**src/rtl/kmeans_load_sequencer.sv**
```systemverilog
// kmeans_load_sequencer: APB master that streams sample words into the k-means
// register file RAM window, programs the address range, launches the core,
// waits for its interrupt and reads back internal_status.
module kmeans_load_sequencer #(
  parameter int ADDR_WIDTH     = 8,
  parameter int DATA_WIDTH     = 91,
  parameter int RAM_ADDR_WIDTH = 10,
  parameter int PREADY_TIMEOUT = 255
) (
  input  logic                      clk,
  input  logic                      rst,
  input  logic                      start,
  input  logic [RAM_ADDR_WIDTH-1:0] first_addr,
  input  logic [RAM_ADDR_WIDTH:0]   word_count,
  input  logic                      s_valid,
  input  logic [DATA_WIDTH-1:0]     s_data,
  output logic                      s_ready,
  input  logic                      interupt,
  output logic [ADDR_WIDTH-1:0]     paddr,
  output logic                      pwrite,
  output logic                      psel,
  output logic                      penable,
  output logic [DATA_WIDTH-1:0]     pwdata,
  input  logic [DATA_WIDTH-1:0]     prdata,
  input  logic                      pready,
  output logic                      busy,
  output logic                      done,
  output logic                      error,
  output logic [DATA_WIDTH-1:0]     status
);
  localparam int CW = (PREADY_TIMEOUT < 2) ? 1 : $clog2(PREADY_TIMEOUT + 1);
  localparam logic [CW-1:0] TMO_LAST = CW'(PREADY_TIMEOUT - 1);
  localparam logic [RAM_ADDR_WIDTH+1:0] RAM_SIZE = (RAM_ADDR_WIDTH+2)'(1) << RAM_ADDR_WIDTH;
  localparam logic [RAM_ADDR_WIDTH:0]   ONE_C = (RAM_ADDR_WIDTH+1)'(1);
  localparam logic [RAM_ADDR_WIDTH-1:0] ONE_A = RAM_ADDR_WIDTH'(1);

  typedef enum logic [2:0] {IDLE, CHECK, FETCH, SETUP, ACCESS, NEXT, WAIT_IRQ, FINISH} state_t;
  typedef enum logic [2:0] {OP_RADDR, OP_RDATA, OP_FIRST, OP_LAST, OP_GO, OP_STAT} op_t;

  state_t state, state_nxt;
  op_t    op, op_nxt;

  logic [RAM_ADDR_WIDTH-1:0] first_r;
  logic [RAM_ADDR_WIDTH:0]   count_r, idx;
  logic [DATA_WIDTH-1:0]     word_r, status_r;
  logic [CW-1:0]             tmo_cnt;
  logic                      error_r;

  logic [RAM_ADDR_WIDTH+1:0] range_end;
  logic                      args_bad, last_word;
  logic [RAM_ADDR_WIDTH-1:0] cur_addr, last_addr;

  // range_end is one past the last address; anything beyond the RAM is rejected
  assign range_end = {2'b00, first_r} + {1'b0, count_r};
  assign args_bad  = (count_r == '0) || (range_end > RAM_SIZE);
  assign last_word = (idx == count_r - ONE_C);
  assign cur_addr  = first_r + idx[RAM_ADDR_WIDTH-1:0];
  assign last_addr = first_r + count_r[RAM_ADDR_WIDTH-1:0] - ONE_A;

  assign s_ready = (state == FETCH);
  assign busy    = (state != IDLE);
  assign done    = (state == FINISH);
  assign psel    = (state == SETUP) || (state == ACCESS);
  assign penable = (state == ACCESS);
  assign error   = error_r;
  assign status  = status_r;

  // APB address/data decode from the current op; forced to zero when the bus is idle
  always_comb begin
    paddr  = '0;
    pwrite = 1'b0;
    pwdata = '0;
    if (psel) begin
      case (op)
        OP_RADDR: begin paddr = ADDR_WIDTH'(10); pwrite = 1'b1; pwdata = DATA_WIDTH'(cur_addr); end
        OP_RDATA: begin paddr = ADDR_WIDTH'(11); pwrite = 1'b1; pwdata = word_r; end
        OP_FIRST: begin paddr = ADDR_WIDTH'(12); pwrite = 1'b1; pwdata = DATA_WIDTH'(first_r); end
        OP_LAST:  begin paddr = ADDR_WIDTH'(13); pwrite = 1'b1; pwdata = DATA_WIDTH'(last_addr); end
        OP_GO:    begin paddr = ADDR_WIDTH'(1);  pwrite = 1'b1; pwdata = DATA_WIDTH'(1); end
        default:  begin paddr = ADDR_WIDTH'(0);  pwrite = 1'b0; end
      endcase
    end
  end

  // state and op registers
  always_ff @(posedge clk or posedge rst) begin
    if (rst) begin
      state <= IDLE;
      op    <= OP_RADDR;
    end else begin
      state <= state_nxt;
      op    <= op_nxt;
    end
  end

  // next-state and op sequencing
  always_comb begin
    state_nxt = state;
    op_nxt    = op;
    case (state)
      IDLE:     if (start) state_nxt = CHECK;
      CHECK:    state_nxt = args_bad ? FINISH : FETCH;
      FETCH:    if (s_valid) begin state_nxt = SETUP; op_nxt = OP_RADDR; end
      SETUP:    state_nxt = ACCESS;
      ACCESS:   if (pready) state_nxt = NEXT;
                else if (tmo_cnt == TMO_LAST) state_nxt = FINISH;
      NEXT: begin
        case (op)
          OP_RADDR: begin op_nxt = OP_RDATA; state_nxt = SETUP; end
          OP_RDATA: if (last_word) begin op_nxt = OP_FIRST; state_nxt = SETUP; end
                    else state_nxt = FETCH;
          OP_FIRST: begin op_nxt = OP_LAST; state_nxt = SETUP; end
          OP_LAST:  begin op_nxt = OP_GO; state_nxt = SETUP; end
          OP_GO:    state_nxt = WAIT_IRQ;
          default:  state_nxt = FINISH;
        endcase
      end
      WAIT_IRQ: if (interupt) begin op_nxt = OP_STAT; state_nxt = SETUP; end
      FINISH:   state_nxt = IDLE;
      default:  state_nxt = IDLE;
    endcase
  end

  // datapath: argument latch, word capture, word index, pready timeout, result flags
  always_ff @(posedge clk or posedge rst) begin
    if (rst) begin
      first_r  <= '0;
      count_r  <= '0;
      idx      <= '0;
      word_r   <= '0;
      status_r <= '0;
      tmo_cnt  <= '0;
      error_r  <= 1'b0;
    end else begin
      case (state)
        IDLE: if (start) begin
          first_r  <= first_addr;
          count_r  <= word_count;
          idx      <= '0;
          error_r  <= 1'b0;
          status_r <= '0;
        end
        CHECK:  if (args_bad) error_r <= 1'b1;
        FETCH:  if (s_valid) word_r <= s_data;
        SETUP:  tmo_cnt <= '0;
        ACCESS: begin
          if (pready) begin
            if (op == OP_STAT) status_r <= prdata;
          end else begin
            tmo_cnt <= tmo_cnt + CW'(1);
            if (tmo_cnt == TMO_LAST) error_r <= 1'b1;
          end
        end
        NEXT:   if (op == OP_RDATA && !last_word) idx <= idx + ONE_C;
        default: ;
      endcase
    end
  end
endmodule
```
**config.mk**
```make
export PLATFORM = sky130hd
export DESIGN_NAME = kmeans_load_sequencer
export DESIGN_NICKNAME = d
export VERILOG_FILES = /design/src/rtl/kmeans_load_sequencer.sv
export SDC_FILE = /design/constraint.sdc
export NUM_CORES = 1
export LEC_CHECK = 0
export CAP_MARGIN = 0
export CORE_MARGIN = 2
export CORE_UTILIZATION = 42
export DETAILED_ROUTE_END_ITERATION = 8
export GPL_TIMING_DRIVEN = 0
export PLACE_DENSITY = 0.74
export SYNTH_ARGS = -nofsm -noshare
export SYNTH_HDL_FRONTEND = slang
export SYNTH_SLANG_ARGS = --single-unit
```
**constraint.sdc**
```tcl
create_clock -name clk -period 7.3 [get_ports clk]
set_input_delay 1.095 -clock clk [delete_from_list [all_inputs] [get_ports clk]]
set_output_delay 1.095 -clock clk [all_outputs]
set_load 0.005 [all_outputs]
```
==> summary.md, run 1 <==
Fill cells in the final layout number 2363. At the worst endpoint, the arrival time is 4.37 ns. The maximum fanout count along the critical path came out at 5.

After synthesis the cells add up to 11900 sq um. The tools report the worst reg2reg path startpoint as count_r[5]. Dividing total power by cell area gives a power density of 417 nW/um^2. Summing over every cut layer, the via total after detailed routing is 10700. Post-CTS timing repair inserted 0 buffers for setup. The flow ran to the end, and the final reports show no timing, DRC or antenna violations. The number of synthesized register bits is 229, and the clock-pin slew on the worst setup and hold paths is 0.06 ns. In this design, the largest share of critical-path delay is due to compound AO/OA/AOI/OAI gates. The tools report the total count of max-transition violations in the final report as 0.

The layout net count was 1920. In the layout the commonest cells are sky130_fd_sc_hd__clkdlybuf4s50_1 (401), sky130_fd_sc_hd__nand2_1 (242), sky130_fd_sc_hd__dfrtp_1 (229). Once layout is complete, the utilization of the core stands at 62.8%. The endpoint kind of the worst setup timing path was an output pin. The detailed-router iteration count before antenna repair came out at 7. TritonCTS built the clock tree. The count of buffers added on input and output ports is 401.

The tools report the launch instance of the worst min-delay path as status[84]. After detailed routing, the number of remaining DRC violations is 0. The HPWL reported at the end of detailed placement was 31.0 mm. The synthesized netlist contains 63 unique library cells. Summing the sequential cell areas from Yosys gives 48.3% of the chip area. The tools report the count of standard-cell rows as 61. The floorplan step set the die width to 172 microns. Clock skew on the completed layout was measured at 0.0139 ns.

In the synthesized netlist the async set-or-reset flop fraction comes to 100%. The total overflow left after global routing is 0. The primary flip-flop cell chosen by synthesis mapping is sky130_fd_sc_hd__dfrtp_1. Using the TritonRoute via totals, the vias-per-cell ratio works out to 5.19. The initial utilization of the core area, before any placement, comes to 42.7%.

Headroom to the max-slew limit came out at 37.8%. The setup path with the least slack is of type flop to output pin. Entering global routing, the biggest net connects 42 pins. Fraction of the cycle the final worst path needs: 74.9%. In the global route stage, overall resource usage came out at 26.5%. The number of synthesized flops with an enable pin came out at 0.

The post-route worst hold slack is 0.464 ns. The logs give 0 ns for the sum of negative setup slack and 229 for the count of clock tree sinks. The cell type of the slowest stage on the worst timing path is sky130_fd_sc_hd__clkdlybuf4s50_1. The critical path starts at count_r[1]. The warning count from the yosys run was 0.

The worst setup path is launched from a flop. The finished layout holds 2070 standard cells, fillers aside. 406 I/O pins were placed. The library cell used most frequently in the layout, excluding fill and tap cells, is sky130_fd_sc_hd__clkdlybuf4s50_1. The mean instance size in the synthesized netlist is 9.66 sq um, and the total of endpoints with negative setup slack in the final report is 0. The worst endpoint required time was 6.20 ns; the number of nets with antenna violations after routing was 0. Walking the worst path, the cells encountered are inv_1 > ha_1 > inv_1 > ha_1 > fa_1 > a21o_1 > a21oi_1 > o21bai_1 > a2111oi_0 > nor2_1 > xnor2_1 > a211o_1 > a31oi_1 > clkdlybuf4s50_1. Across the VDD grid, the largest voltage drop is 0.259 mV. The initial antenna violation count was 3. Counting the buffers created by CTS gives 27. In the final layout, the share of cells above drive strength 1 is 10.1%. The max-capacitance violation count was 0. Based on the critical path, the design can be clocked at up to 183 MHz. Dividing the detail-routed wire length by the instance count gives 19.2 microns.

Slew at the pin closest to its max-slew limit: 0.925 ns. The tightest min-delay check is of the flop to flop type. After detailed routing, the total wire length is 39.8 mm.

In this design, the stage delay of the slowest critical-path cell is 0.56 ns. The final count of hold timing violations was 0. After floorplanning, the core was sized to cover 27800 sq um. For this design the static power due to leakage is 0.00804 uW. Cell count after placement: 2016.

In this run the clock root is driven by a sky130_fd_sc_hd__clkbuf_16. The tools report the global-route wire length before repair as 60.6 mm. The logs give 1 for the total number of H-tree levels and 678 for the initial DRC count. The congestion estimate from routability-driven global placement came to 0.904. Synthesis produced a netlist whose cell count is 1228. The y dimension of the die was 172 microns. Buffers inserted to repair hold after CTS numbered 0. The via count of the first global-routing pass was 10800; the count of buffering cells on the critical path with inverters included was 3. Setup repair after global routing left no endpoint under its margin. From synthesis to final layout, the design area changed by 47.0%.

No sink is reached through more buffers than the 3 on the longest clock path. The area of the die was 29600 sq um; the final critical-path required period was 5.46 ns. The number of gates resized after CTS was 0. For the worst-skew pair, the clock arrives at the later sink with an insertion delay of 0.55 ns.
## worst min-delay path, delay by kind of cell (launching register included)
kind / cells / cell delay, ns
and+or+nand+nor: 2 / 0.10
DFF: 1 / 0.34
## cells by family (layout without fill, tap and decap cells)
kind of cell	Yosys count	count (layout)	share of synthesized area, %
and+or+nand+nor	546	546	21.7
DFF	229	229	48.3
buffers and inverters	136	593	4.59
AOI/OAI and AO/OA	125	125	7.09
muxes	102	102	10.1
xor gates and xnor gates	45	45	3.32
adders and majority gates	44	44	4.83
other	1	8	0.0316
## flip-flops by register name, summed over array words and instances, names as in the netlist
| signal | count |
|---|---|
| first_r | 10 |
| status | 91 |
| word_r | 91 |
| op | 3 |
| count_r | 11 |
| state | 3 |
| idx | 11 |
| error | 1 |
| tmo_cnt | 8 |
## final timing paths
kind | end | cells after the start | slack, ns
min | status[84] | 2 | 0.46
max | pwdata[9] | 14 | 1.84
max reg2reg | error | 11 | 3.93
min reg2reg | status[84] | 2 | 0.46
min in group asynchronous | word_r[60] | 2 | 0.88
max in group asynchronous | count_r[10] | 6 | 5.13
## cell usage after synthesis (all sizes together) (2+ instances only)
| master | number | area [sq um] |
|---|---|---|
| o41ai | 2 | 17.5 |
| nor4 | 6 | 43.8 |
| xnor2 | 30 | 263 |
| dfrtp | 229 | 5730 |
| nand2b | 3 | 18.8 |
| o31ai | 4 | 30.0 |
| a22oi | 2 | 15.0 |
| a221oi | 3 | 32.5 |
| fa | 3 | 60.1 |
| a2111oi | 4 | 60.1 |
| o2111ai | 2 | 17.5 |
| mux4 | 5 | 113 |
| nand2 | 242 | 908 |
| or3 | 7 | 43.8 |
| nand4 | 7 | 43.8 |
| o311a | 2 | 20.0 |
| inv | 54 | 203 |
| a211o | 2 | 17.5 |
| or4 | 2 | 18.8 |
| a221o | 3 | 30.0 |
| o21a | 5 | 37.5 |
| ha | 41 | 513 |
| mux2i | 6 | 60.1 |
| and3 | 87 | 544 |
| nor2 | 42 | 158 |
| a211oi | 7 | 52.6 |
| nand3 | 105 | 526 |
| nor2b | 7 | 43.8 |
| nor3b | 4 | 35.0 |
| a31oi | 2 | 12.5 |
| clkbuf | 65 | 244 |
| mux2 | 91 | 1020 |
| and2 | 11 | 68.8 |
| o21ai | 43 | 215 |
| nor3 | 18 | 95.1 |
| o21bai | 3 | 22.5 |
| xor2 | 15 | 131 |
| a21o | 9 | 67.6 |
| a21oi | 23 | 115 |
| or2 | 4 | 25.0 |
| buf | 16 | 93.8 |
## through the flow
stage	worst slack [ns]	power (uW)	instance area, sq um
finish	1.84	7280	17400
global placement	1.35	5730	16400
global route	1.57	7800	17400
floorplan	3.21	4280	11900
CTS	1.80	7310	17400
detailed placement	2.39	5830	16500
## power by group
group / total, uW / leakage (uW) / internal [uW] / switching, uW
Clock: 1450 / 0.000453 / 884 / 566
Sequential: 2190 / 0.00295 / 1800 / 385
Combinational: 3640 / 0.00464 / 1810 / 1830
Total: 7280 / 0.00804 / 4500 / 2780
## layer usage
metal / track usage [%] / wire length (microns) / vias up
met1: 31.6 / 15200 / 5107
met5: 0 / 0 / -
li1: - / - / 5083
met3: 7.60 / 3610 / 94
met2: 45.1 / 19300 / 454
met4: 10.8 / 1760 / 0
## layout make-up
| cell class | count | area, sq um | share of cell area [%] |
|---|---|---|---|
| clock buffer | 37 | 733 | 4.20 |
| inverter | 55 | 210 | 1.21 |
| clock inverter | 13 | 213 | 1.22 |
| timing repair buffer | 407 | 4130 | 23.7 |
| tap | 378 | 473 | 2.71 |
| antenna | 4 | 10.0 | 0.0574 |
| sequential | 229 | 5730 | 32.9 |
| multi-input combinational | 866 | 5600 | 32.1 |
| buffer | 81 | 338 | 1.94 |
Power figures use the tool's default switching activity.
==> run 2: changes to the inputs <==
--- a/config.mk
+++ b/config.mk
@@ -7,10 +7,10 @@
 export LEC_CHECK = 0
 export CAP_MARGIN = 0
 export CORE_MARGIN = 2
-export CORE_UTILIZATION = 42
+export CORE_UTILIZATION = 46
 export DETAILED_ROUTE_END_ITERATION = 8
 export GPL_TIMING_DRIVEN = 0
-export PLACE_DENSITY = 0.74
+export PLACE_DENSITY = 0.77
 export SYNTH_ARGS = -nofsm -noshare
 export SYNTH_HDL_FRONTEND = slang
 export SYNTH_SLANG_ARGS = --single-unit
==> constraint.sdc (replaced) <==
create_clock -name clk -period 5.2 [get_ports clk]
set_input_delay 0.78 -clock clk [delete_from_list [all_inputs] [get_ports clk]]
set_output_delay 0.78 -clock clk [all_outputs]
set_load 0.005 [all_outputs]
==> summary.md, run 2 (same netlist as run 1, synthesis figures left out) <==
The final instance count without filler cells came out at 2019 (-2.5%). The total core area came out at 25300 sq um (-9.1%). The tools report the kind of start point of the critical path as a flop.

The die outline width was 165 microns (-4.3%). The maximum fanout count along the critical path is 5 (unchanged), and the peak supply drop is 0.397 mV (+53%). For the initial DRC count, the log shows 563 (-17%). In this run the clock root is driven by a sky130_fd_sc_hd__clkbuf_16. The routed via count divided by cell count works out to 5.32 (+2.5%). Area of the die: 27100 sq um (-8.5%). Static timing analysis puts the maximum clock frequency at 201 MHz. The detailed-routed wire length on met3 is 3.59 mm (-0.53%). The run gives 16400 sq um (-0.36%) as the placed cell area. Routability congestion estimate: 0.905 (about the same).

Setup repair after global routing left no endpoint under its margin. For the later-pin clock latency in the skew report, the log shows 0.54 ns (about the same). The relative slew slack came out at 32.0% (-5.7 points). The top cell types in the final layout, fill and taps aside, are sky130_fd_sc_hd__clkdlybuf4s50_1 (401), sky130_fd_sc_hd__nand2_1 (242), sky130_fd_sc_hd__dfrtp_1 (227).

The count of clock tree sinks is 229 (unchanged). The path type of the worst setup path is flop to output pin. The ratio of cells with drive above 1 in the final layout was 10.5% (+0.41 points); the number of clock buffers inserted by TritonCTS was 27 (unchanged).

The tools report the wire length after detailed routing as 39.0 mm (-2.1%). The worst setup path is captured at an output pin. The total number of vias came out at 10700 (-0.028%). The number of nets with antenna violations after routing was 0 (unchanged); the layout filler cell count was 1960 (-17%). The total count of max-transition violations in the final report is 0 (unchanged). Area of all placed cells without fillers: 17300 sq um (-0.61%).

After layout, the worst path uses 95.8% of the clock period. From synthesis to final layout, the design area changed by 46.1%. The run gives 4.20 ns (-0.17 ns) as the arrival time at the worst endpoint. The HPWL reported at the end of detailed placement came out at 30.5 mm (-1.7%). Y dimension of the die: 165 microns (-4.3%).

The logs give 0 (unchanged) for the total of endpoints with negative setup slack in the final report and 28.1% (+1.6 points) for the global router's overall resource usage. The logs give 43 (+2.4%) for the maximum number of pins on one net before global-route repair and 0 (unchanged) for the total DRC errors in the routed layout. The tools report the worst endpoint required time as 4.42 ns (-1.78 ns). Worst hold path class: flop to flop.

TritonCTS built the clock tree. For the layout net count, the log shows 1920 (unchanged). For the global-route wire length before repair, the log shows 58.6 mm (-3.3%). The cell count after placement was 1968 (-2.4%). The tools report the via count of the first global-routing pass as 10700 (-1.3%). The post-route worst hold slack was 0.462 ns (-0.00251 ns). For the number of placed I/O pins, the log shows 406 (unchanged). The run finished with clean final reports. After layout, the minimum clock period comes to 4.98 ns. The post-detailed-route wirelength per cell was 19.3 microns (+0.36%).

The logs give 1 (unchanged) for the total number of H-tree levels and 0 (unchanged) for the max-capacitance violation count. The top layer reached by signal wires was met4. The count of standard-cell rows came out at 58 (-4.9%).

The initial antenna violation count was 1 (-2); the maximum count of clock buffers along a single path was 3 (unchanged). The total length of routed met2 wires is 18.6 mm (-3.4%). The slew at the pin closest to its max-slew limit works out to 1.01 ns (+0.0853 ns). The run gives 0 (unchanged) as the aggregate global routing overflow.

Leaving out fill and tap cells, the most frequent cell in the layout is sky130_fd_sc_hd__clkdlybuf4s50_1. The initial core utilization was 47.0% (+4.3 points); the number of buffer cells added on primary ports was 401 (unchanged). The logs give 0 (unchanged) for the quantity of hold-fixing buffers added after cts and 6 (-1) for the detailed-router iteration count before antenna repair. The final count of hold timing violations came out at 0 (unchanged). The clock-pin slew on the worst setup and hold paths works out to 0.06 ns (about the same). The routed metal-1 wirelength was 14.8 mm (-2.6%); the worst-case clock skew was 0.0156 ns (+0.00171 ns). Leakage power total: 0.00802 uW (-0.22%).

The sum of negative setup slack was 0 ns (unchanged). The power per cell area is 584 nW/um^2 (+40%).
==> run 2: changes by cell type in the layout (fill, tap and decap cells not counted), sizes merged <==
cell      previous run  this run
diode                4         1
clkinv               5         8
clkbuf             102       105
bufinv               5         1
clkinvlp             4         2
==> run 2: metal layers <==
| metal | track usage (%) | vias to the layer above |
|---|---|---|
| met3 | 8.44 | 97 |
| li1 | - | 5068 |
| met1 | 33.5 | 5141 |
| met4 | 12.4 | 0 |
| met5 | 0 | - |
| met2 | 47.0 | 429 |
==> run 2: worst paths after layout <==
kind / start / to / slack, ns / cells past startpoint
worst min register to register: status[37] / status[37] / 0.46 / 2
min in group asynchronous: rst / word_r[61] / 0.67 / 2
worst min-delay path: status[37] / status[37] / 0.46 / 2
max in group asynchronous: rst / first_r[1] / 3.44 / 5
worst max-delay path: count_r[1] / pwdata[9] / 0.22 / 14
worst max register to register: count_r[5] / state[2] / 1.82 / 11
==> run 2: power by group <==
part           internal (uW)  switching [uW]
logic                   2580            2630
clock network           1100             755
registers               2540             525
total                   6210            3910
==> run 2: worst max-delay path, cell delays in order (launching register included) <==
cell	delay [ns]
sky130_fd_sc_hd__dfrtp_2	0.41
sky130_fd_sc_hd__inv_1	0.14
sky130_fd_sc_hd__ha_1	0.32
sky130_fd_sc_hd__inv_1	0.05
sky130_fd_sc_hd__ha_1	0.23
sky130_fd_sc_hd__fa_1	0.41
sky130_fd_sc_hd__a21o_1	0.19
sky130_fd_sc_hd__a21oi_2	0.18
sky130_fd_sc_hd__o21bai_1	0.12
sky130_fd_sc_hd__a2111oi_2	0.31
sky130_fd_sc_hd__nor2_1	0.11
sky130_fd_sc_hd__xnor2_1	0.14
sky130_fd_sc_hd__a211o_1	0.33
sky130_fd_sc_hd__a31oi_4	0.20
sky130_fd_sc_hd__clkdlybuf4s50_1	0.53
==> run 2: layout make-up <==
| type | instances | area [sq um] | area share (%) |
|---|---|---|---|
| Antenna cell | 1 | 2.50 | 0.0144 |
| Buffer | 81 | 338 | 1.95 |
| Clock buffer | 40 | 785 | 4.53 |
| Clock inverter | 10 | 92.6 | 0.534 |
| Inverter | 55 | 210 | 1.21 |
| Multi-Input combinational cell | 866 | 5630 | 32.5 |
| Sequential cell | 229 | 5730 | 33.1 |
| Tap cell | 330 | 413 | 2.38 |
| Timing Repair Buffer | 407 | 4130 | 23.8 |
==> run 2: through the flow <==
stage	setup slack (ns)	util [%]	total power, uW
4_1_cts	0.0568	68.6	10100
3_3_place_gp	-0.372	64.6	8050
3_5_place_dp	0.463	65.0	8200
5_1_grt	0.0554	68.6	10800
2_1_floorplan	1.43	-	6010
6_report	0.220	68.6	10100
==> run 2: what timing repair did <==
action                                  4_1_cts  5_1_grt
pin swaps                                     0        1
setup buffers                                 0        0
resized for setup                             4        4
endpoints found under the setup margin        1       10
